==> config.mk <==
export PLATFORM = sky130hd
export DESIGN_NAME = dsp_mac_sequencer_flat
export DESIGN_NICKNAME = d
export VERILOG_FILES = /design/src/rtl/dsp_mac_sequencer_if.sv /design/src/rtl/dsp_mac_sequencer.sv /design/src/flat_wrapper.sv
export SDC_FILE = /design/constraint.sdc
export NUM_CORES = 1
export LEC_CHECK = 0
export BUFFER_PORTS_ARGS = -buffer_cell sky130_fd_sc_hd__buf_2
export CAP_MARGIN = 20
export CORE_MARGIN = 2
export CORE_UTILIZATION = 40
export DETAILED_ROUTE_END_ITERATION = 12
export PLACE_DENSITY = 0.76
export SYNTH_ARGS = -nofsm -noshare
export SYNTH_HDL_FRONTEND = slang
export SYNTH_SLANG_ARGS = --single-unit
==> constraint.sdc <==
create_clock -name CLK -period 3.4 [get_ports CLK]
set_input_delay 0.17 -clock CLK [delete_from_list [all_inputs] [get_ports CLK]]
set_output_delay 0.17 -clock CLK [all_outputs]
set_load 0.01 [all_outputs]
==> src/rtl/dsp_mac_sequencer_if.sv <==
// Command, operand, result and DSP-slice signal bundle for dsp_mac_sequencer.
// The slave modport is the sequencer side; master is the side that issues commands.
interface dsp_mac_sequencer_if #(
    parameter int LEN_W = 16
) ();
    logic                    cmd_valid;
    logic                    cmd_ready;
    logic [LEN_W-1:0]        cmd_len;
    logic                    in_valid;
    logic                    in_ready;
    logic signed [17:0]      in_a;
    logic signed [17:0]      in_b;
    logic                    res_valid;
    logic                    res_ready;
    logic signed [47:0]      res_data;
    logic                    busy;
    logic signed [17:0]      dsp_a;
    logic signed [17:0]      dsp_b;
    logic [7:0]              dsp_opmode;
    logic                    dsp_cea;
    logic                    dsp_ceb;
    logic                    dsp_cem;
    logic                    dsp_ceopmode;
    logic                    dsp_cep;
    logic                    dsp_rstp;
    logic signed [47:0]      dsp_p;

    modport slave (
        input  cmd_valid, cmd_len, in_valid, in_a, in_b, res_ready, dsp_p,
        output cmd_ready, in_ready, res_valid, res_data, busy,
               dsp_a, dsp_b, dsp_opmode, dsp_cea, dsp_ceb, dsp_cem,
               dsp_ceopmode, dsp_cep, dsp_rstp
    );

    modport master (
        output cmd_valid, cmd_len, in_valid, in_a, in_b, res_ready, dsp_p,
        input  cmd_ready, in_ready, res_valid, res_data, busy,
               dsp_a, dsp_b, dsp_opmode, dsp_cea, dsp_ceb, dsp_cem,
               dsp_ceopmode, dsp_cep, dsp_rstp
    );
endinterface

==> src/rtl/dsp_mac_sequencer.sv <==
// Sequences a DSP48A1 slice (A1/B1, M, P and OPMODE registered) as a dot-product MAC:
// streams N operand pairs, steers OPMODE/CEP along the slice latency, returns P.
module dsp_mac_sequencer #(
    parameter int LEN_W    = 16,
    parameter int PIPE_LAT = 3
) (
    input  logic                 CLK,
    input  logic                 RST,
    dsp_mac_sequencer_if.slave   bus
);
    typedef enum logic [1:0] {
        S_IDLE,
        S_STREAM,
        S_DRAIN,
        S_RESULT
    } state_t;

    state_t                 r_state;
    logic                   r_cmd_ready;
    logic                   r_in_ready;
    logic                   r_res_valid;
    logic                   r_busy;
    logic signed [47:0]     r_res_data;
    logic [LEN_W-1:0]       r_len;
    logic [LEN_W-1:0]       r_count;

    logic                   r_t_p1;
    logic                   r_f_p1;
    logic                   r_t_p2;
    logic [PIPE_LAT-1:0]    r_last_p;

    logic                   w_acc;
    logic                   w_first;
    logic                   w_last;

    assign w_acc   = bus.in_valid & r_in_ready;
    assign w_first = w_acc & (r_count == '0);
    assign w_last  = w_acc & (r_count == (r_len - LEN_W'(1)));

    // Stage 0 -> 1 -> 2: accept tag, first-sample flag and last-sample marker
    always_ff @(posedge CLK) begin
        if (RST) begin
            r_t_p1   <= 1'b0;
            r_f_p1   <= 1'b0;
            r_t_p2   <= 1'b0;
            r_last_p <= '0;
        end else begin
            r_t_p1   <= w_acc;
            r_f_p1   <= w_first;
            r_t_p2   <= r_t_p1;
            r_last_p <= {r_last_p[PIPE_LAT-2:0], w_last};
        end
    end

    always_ff @(posedge CLK) begin
        if (RST) begin
            r_state     <= S_IDLE;
            r_cmd_ready <= 1'b0;
            r_in_ready  <= 1'b0;
            r_res_valid <= 1'b0;
            r_res_data  <= '0;
            r_busy      <= 1'b0;
            r_len       <= '0;
            r_count     <= '0;
        end else begin
            case (r_state)
                S_IDLE: begin
                    if (r_cmd_ready && bus.cmd_valid) begin
                        r_len       <= bus.cmd_len;
                        r_cmd_ready <= 1'b0;
                        r_busy      <= 1'b1;
                        if (bus.cmd_len == '0) begin
                            r_res_data  <= '0;
                            r_res_valid <= 1'b1;
                            r_state     <= S_RESULT;
                        end else begin
                            r_count    <= '0;
                            r_in_ready <= 1'b1;
                            r_state    <= S_STREAM;
                        end
                    end else begin
                        r_cmd_ready <= 1'b1;
                    end
                end
                S_STREAM: begin
                    if (w_acc) begin
                        r_count <= r_count + LEN_W'(1);
                        if (w_last) begin
                            r_in_ready <= 1'b0;
                            r_state    <= S_DRAIN;
                        end
                    end
                end
                S_DRAIN: begin
                    // Marker reaches the end exactly when P holds the final sum
                    if (r_last_p[PIPE_LAT-1]) begin
                        r_res_data  <= bus.dsp_p;
                        r_res_valid <= 1'b1;
                        r_state     <= S_RESULT;
                    end
                end
                S_RESULT: begin
                    if (bus.res_ready) begin
                        r_res_valid <= 1'b0;
                        r_busy      <= 1'b0;
                        r_cmd_ready <= 1'b1;
                        r_state     <= S_IDLE;
                    end
                end
                default: r_state <= S_IDLE;
            endcase
        end
    end

    assign bus.cmd_ready    = r_cmd_ready;
    assign bus.in_ready     = r_in_ready;
    assign bus.res_valid    = r_res_valid;
    assign bus.res_data     = r_res_data;
    assign bus.busy         = r_busy;

    assign bus.dsp_a        = bus.in_a;
    assign bus.dsp_b        = bus.in_b;
    // Z=0 on the first product clears the previous command's accumulation
    assign bus.dsp_opmode   = r_f_p1 ? 8'h01 : 8'h09;
    assign bus.dsp_cea      = 1'b1;
    assign bus.dsp_ceb      = 1'b1;
    assign bus.dsp_cem      = 1'b1;
    assign bus.dsp_ceopmode = 1'b1;
    assign bus.dsp_cep      = r_t_p2;
    assign bus.dsp_rstp     = RST;
endmodule

==> src/flat_wrapper.sv <==
// flat-port wrapper written by rule: the top's interface ports become plain ports
module dsp_mac_sequencer_flat 
#(
    parameter int LEN_W    = 16,
    parameter int PIPE_LAT = 3
)
  (CLK, RST, bus_cmd_valid, bus_cmd_len, bus_in_valid, bus_in_a, bus_in_b, bus_res_ready, bus_dsp_p, bus_cmd_ready, bus_in_ready, bus_res_valid, bus_res_data, bus_busy, bus_dsp_a, bus_dsp_b, bus_dsp_opmode, bus_dsp_cea, bus_dsp_ceb, bus_dsp_cem, bus_dsp_ceopmode, bus_dsp_cep, bus_dsp_rstp);
  dsp_mac_sequencer_if #(.LEN_W(LEN_W)) bus_i ();
  input  logic CLK;
  input  logic RST;
  input wire logic [$bits(bus_i.cmd_valid)-1:0] bus_cmd_valid;
  input wire logic [$bits(bus_i.cmd_len)-1:0] bus_cmd_len;
  input wire logic [$bits(bus_i.in_valid)-1:0] bus_in_valid;
  input wire logic [$bits(bus_i.in_a)-1:0] bus_in_a;
  input wire logic [$bits(bus_i.in_b)-1:0] bus_in_b;
  input wire logic [$bits(bus_i.res_ready)-1:0] bus_res_ready;
  input wire logic [$bits(bus_i.dsp_p)-1:0] bus_dsp_p;
  output wire logic [$bits(bus_i.cmd_ready)-1:0] bus_cmd_ready;
  output wire logic [$bits(bus_i.in_ready)-1:0] bus_in_ready;
  output wire logic [$bits(bus_i.res_valid)-1:0] bus_res_valid;
  output wire logic [$bits(bus_i.res_data)-1:0] bus_res_data;
  output wire logic [$bits(bus_i.busy)-1:0] bus_busy;
  output wire logic [$bits(bus_i.dsp_a)-1:0] bus_dsp_a;
  output wire logic [$bits(bus_i.dsp_b)-1:0] bus_dsp_b;
  output wire logic [$bits(bus_i.dsp_opmode)-1:0] bus_dsp_opmode;
  output wire logic [$bits(bus_i.dsp_cea)-1:0] bus_dsp_cea;
  output wire logic [$bits(bus_i.dsp_ceb)-1:0] bus_dsp_ceb;
  output wire logic [$bits(bus_i.dsp_cem)-1:0] bus_dsp_cem;
  output wire logic [$bits(bus_i.dsp_ceopmode)-1:0] bus_dsp_ceopmode;
  output wire logic [$bits(bus_i.dsp_cep)-1:0] bus_dsp_cep;
  output wire logic [$bits(bus_i.dsp_rstp)-1:0] bus_dsp_rstp;
  assign bus_i.cmd_valid = bus_cmd_valid;
  assign bus_i.cmd_len = bus_cmd_len;
  assign bus_i.in_valid = bus_in_valid;
  assign bus_i.in_a = bus_in_a;
  assign bus_i.in_b = bus_in_b;
  assign bus_i.res_ready = bus_res_ready;
  assign bus_i.dsp_p = bus_dsp_p;
  assign bus_cmd_ready = bus_i.cmd_ready;
  assign bus_in_ready = bus_i.in_ready;
  assign bus_res_valid = bus_i.res_valid;
  assign bus_res_data = bus_i.res_data;
  assign bus_busy = bus_i.busy;
  assign bus_dsp_a = bus_i.dsp_a;
  assign bus_dsp_b = bus_i.dsp_b;
  assign bus_dsp_opmode = bus_i.dsp_opmode;
  assign bus_dsp_cea = bus_i.dsp_cea;
  assign bus_dsp_ceb = bus_i.dsp_ceb;
  assign bus_dsp_cem = bus_i.dsp_cem;
  assign bus_dsp_ceopmode = bus_i.dsp_ceopmode;
  assign bus_dsp_cep = bus_i.dsp_cep;
  assign bus_dsp_rstp = bus_i.dsp_rstp;
  dsp_mac_sequencer #(.LEN_W(LEN_W), .PIPE_LAT(PIPE_LAT)) u_core (.CLK(CLK), .RST(RST), .bus(bus_i));
endmodule
==> impl_metrics.csv <==
group,metric,value,unit
grt,antenna_found_initial,0,
clocking,cts_buffers,9,
clocking,clock_path_buffers,2,
final_layout,final_util,47.7,%
critical_path,crit_fanout,18,
logic_synthesis,synth-seq-cells,92,
pwr,swShare,35.1,%
logic_synthesis,synth_edf_count,0,
sta,maxSlewViolCount,0,
place,gp_congestion,0.899,
sta,worst_clock_skew,0.00841,ns
sta,setup_ws,0.770,ns
routing,antenna_left,0,
grt,gr-total-overflow,0,
logic_synthesis,netlist_area,4550,um^2
die,start_util,41.4,%
clocking,cts_sinks,92,
pwr,p_sw,1140,uW
sta,period_needed,2.63,ns
logic_synthesis,synth_top_area_share,40.5,%
pwr,p_per_area,618,nW/um^2
logic_synthesis,yosysWarnings,0,
critical_path,worstSetupStartpointType,"flip-flop",
place,post_dp_cell_area,4910,um^2
final_layout,fin_nets,719,
sta,final.setup.tns,0,ns
clocking,postCtsSetupBuffers,0,
sta,clock.fmax,380,MHz
final_layout,layout-drive-gt1-share,26.1,%
clocking,clock_latency,0.34,ns
clocking,cts_hold_buffers,0,
place,port_buffers,123,
critical_path,path_class,"reg2reg",
logic_synthesis,syn_area_per_cell,8.41,um^2
grt,grt_pass1_vias,3842,
routing,totalWireLength,11200,um
logic_synthesis,synth_cell_types,59,
final_layout,antenna_cells,0,
logic_synthesis,synth_top_cell_by_area,"dfxtp_1",
sta,finalCritPeriodShare,77.3,%
critical_path,required,3.66,ns
place,dpl_worst_slack,0.826,ns
die,num_io_pins,207,
routing,routedWlPerCell,14.9,um
sta,rsz0062_at_grt,"false",
critical_path,end_kind,"flip-flop",
logic_synthesis,yosysMostFrequentCell,"dfxtp_1",
clocking,h-tree-depth,3,
die,fp.dieArea,12200,um^2
final_layout,area_growth,15.1,%
logic_synthesis,synth_commonest_cells,"dfxtp_1 (92), nor2_1 (78), a22oi_1 (49), buf_4 (49), nand2_1 (46)",
routing,drc,0,
status,status,"complete, no violations",
sta,slew-limit-headroom,52.6,%
pwr,p_int,2100,uW
worst_hold_path,hp-class,"in2reg",
sta,setup_viol_count_final,0,
die,core,11000,um^2
clocking,clk_pin_slew,0.07,ns
die,fp.dieW,111,um
die,die_y,111,um
grt,groute.usage.overall,17.7,%
logic_synthesis,seq_area_frac_synth,40.5,%
routing,first_iter_violations,307,
clocking,cts_tree,"done",
routing,vias,4024,
clocking,cts_resized,0,
sta,worstMarginPinSlew,0.704,ns
clocking,root_buffer,"clkbuf_16",
grt,grt_max_degree,53,
grt,grt_first_pass_wirelength,18000,um
job,drv_cap,0,
pwr,pwr-share-comb,32.4,%
pwr,pwr-share-clk,30.2,%
die,rows,38,
sta,hold_viol,0,
routing,first_pass_iters,4,
sta,hold_ws,0.0806,ns
pwr,leakagePower,0.00220,uW
logic_synthesis,yosys_most_used_dff,"dfxtp_1",
logic_synthesis,async_reset_ff_share,0,%
final_layout,final_cell_area,5240,um^2
critical_path,worstPathArrival,2.89,ns
final_layout,nFillCells,1032,
pwr,vdd_drop_max,485,uV
logic_synthesis,synthesis.instances,541,
pwr,power_frac_seq,37.4,%
logic_synthesis,synth.area.top_cells,"dfxtp_1 (40%), a22oi_1 (8.1%), buf_4 (8.1%)",
place,dp_hpwl,8040,um
routing,via_per_inst,5.35,
## flip-flops by register name (all words and copies together) (netlist names)
name	count
u_core.bus.busy	1
u_core.bus.in_ready	1
u_core.r_f_p1	1
u_core.r_count	16
u_core.r_len	16
u_core.bus.cmd_ready	1
u_core.bus.res_valid	1
u_core.bus.res_data	48
u_core.r_t_p1	1
u_core.r_last_p	3
u_core.r_state	2
u_core.bus.dsp_cep	1
## critical path: stages (launching register included)
cell,delay [ns]
dfxtp_1,0.35
inv_1,0.09
ha_1,0.42
and3_1,0.22
buf_4,0.20
nand2_1,0.19
a2111o_1,0.52
or3_1,0.40
a21oi_1,0.16
## metrics by stage
step,std cells,power [uW]
after floorplan,550,2030
after global placement,735,2180
after detailed placement,735,2210
after CTS,751,3200
after global routing,752,3420
final,752,3240
## power groups by stage
stage | Combinational, uW | Sequential, uW | Clock, uW
2_1_floorplan | 819 | 1210 | 0
4_1_cts | 981 | 1210 | 1010
3_3_place_gp | 951 | 1230 | 0
6_report | 1050 | 1210 | 979
5_1_grt | 1160 | 1220 | 1050
3_5_place_dp | 979 | 1230 | 0
## final cells by class
class	instances	area, um^2	area share (%)
multi-input combinational	361	2190	41.8
timing repair buffer	130	688	13.1
sequential	92	1840	35.2
clock buffer	11	253	4.83
inverter	13	48.8	0.932
tap	140	175	3.34
clock inverter	5	42.5	0.812
## final timing paths
path         cells after the start                      startpoint  slack, ns                        endpoint
min                              3                 bus_cmd_len[14]       0.08   u_core.r_len[14]$_SDFFE_PP0P_
max reg2reg                      8  u_core.r_state[0]$_SDFFE_PP0P_       0.77  u_core.r_count[6]$_SDFFE_PP0P_
min reg2reg                      1   u_core.r_last_p[1]$_SDFF_PP0_       0.45   u_core.r_last_p[2]$_SDFF_PP0_
max                              8  u_core.r_state[0]$_SDFFE_PP0P_       0.77  u_core.r_count[6]$_SDFFE_PP0P_
## cell families (layout without fill, tap and decap cells)
logic type / count (synthesis) / in the layout / share of synthesized area (%)
AND/OR/NAND/NOR: 201 / 201 / 22.1
AO/OA/AOI/OAI: 111 / 111 / 16.9
buffers and inverters: 97 / 159 / 12.4
flip-flops: 92 / 92 / 40.5
XOR/XNOR: 29 / 29 / 5.58
adder cells (fa/ha/maj): 7 / 7 / 1.92
other: 2 / 11 / 0.165
multiplexers: 2 / 2 / 0.467
## cell usage in the layout (no fill, tap or decap), drive strengths merged, types with 3 or more instances in the layout
| cell | synthesis | layout |
|---|---|---|
| nand2b | 6 | 6 |
| buf | 54 | 130 |
| xor2 | 13 | 13 |
| nor2 | 78 | 78 |
| and3 | 3 | 3 |
| dfxtp | 92 | 92 |
| nand3 | 13 | 13 |
| a22oi | 50 | 50 |
| conb | 2 | 11 |
| clkbuf | 30 | 11 |
| nor4 | 11 | 11 |
| a31oi | 4 | 4 |
| nand4 | 9 | 9 |
| a211o | 3 | 3 |
| inv | 13 | 16 |
| o21ai | 8 | 8 |
| nand4b | 3 | 3 |
| nor2b | 5 | 5 |
| a21oi | 27 | 27 |
| nor3b | 3 | 3 |
| or4 | 3 | 3 |
| and4 | 3 | 3 |
| nor3 | 7 | 7 |
| ha | 7 | 7 |
| nand2 | 46 | 46 |
| xnor2 | 16 | 16 |
| or3 | 4 | 4 |
| nor4b | 3 | 3 |
## metal layers
metal | wire (um) | share of wire [%] | track usage [%] | vias to the layer above
met1 | 4670 | 42 | 21.1 | 1865
met4 | 401 | 3.6 | 9.50 | 0
met3 | 935 | 8.4 | 5.14 | 43
met2 | 5170 | 46 | 28.8 | 165
li1 | - | - | - | 1951
met5 | 0 | 0 | 0 | -
Power figures use the tool's default switching activity.
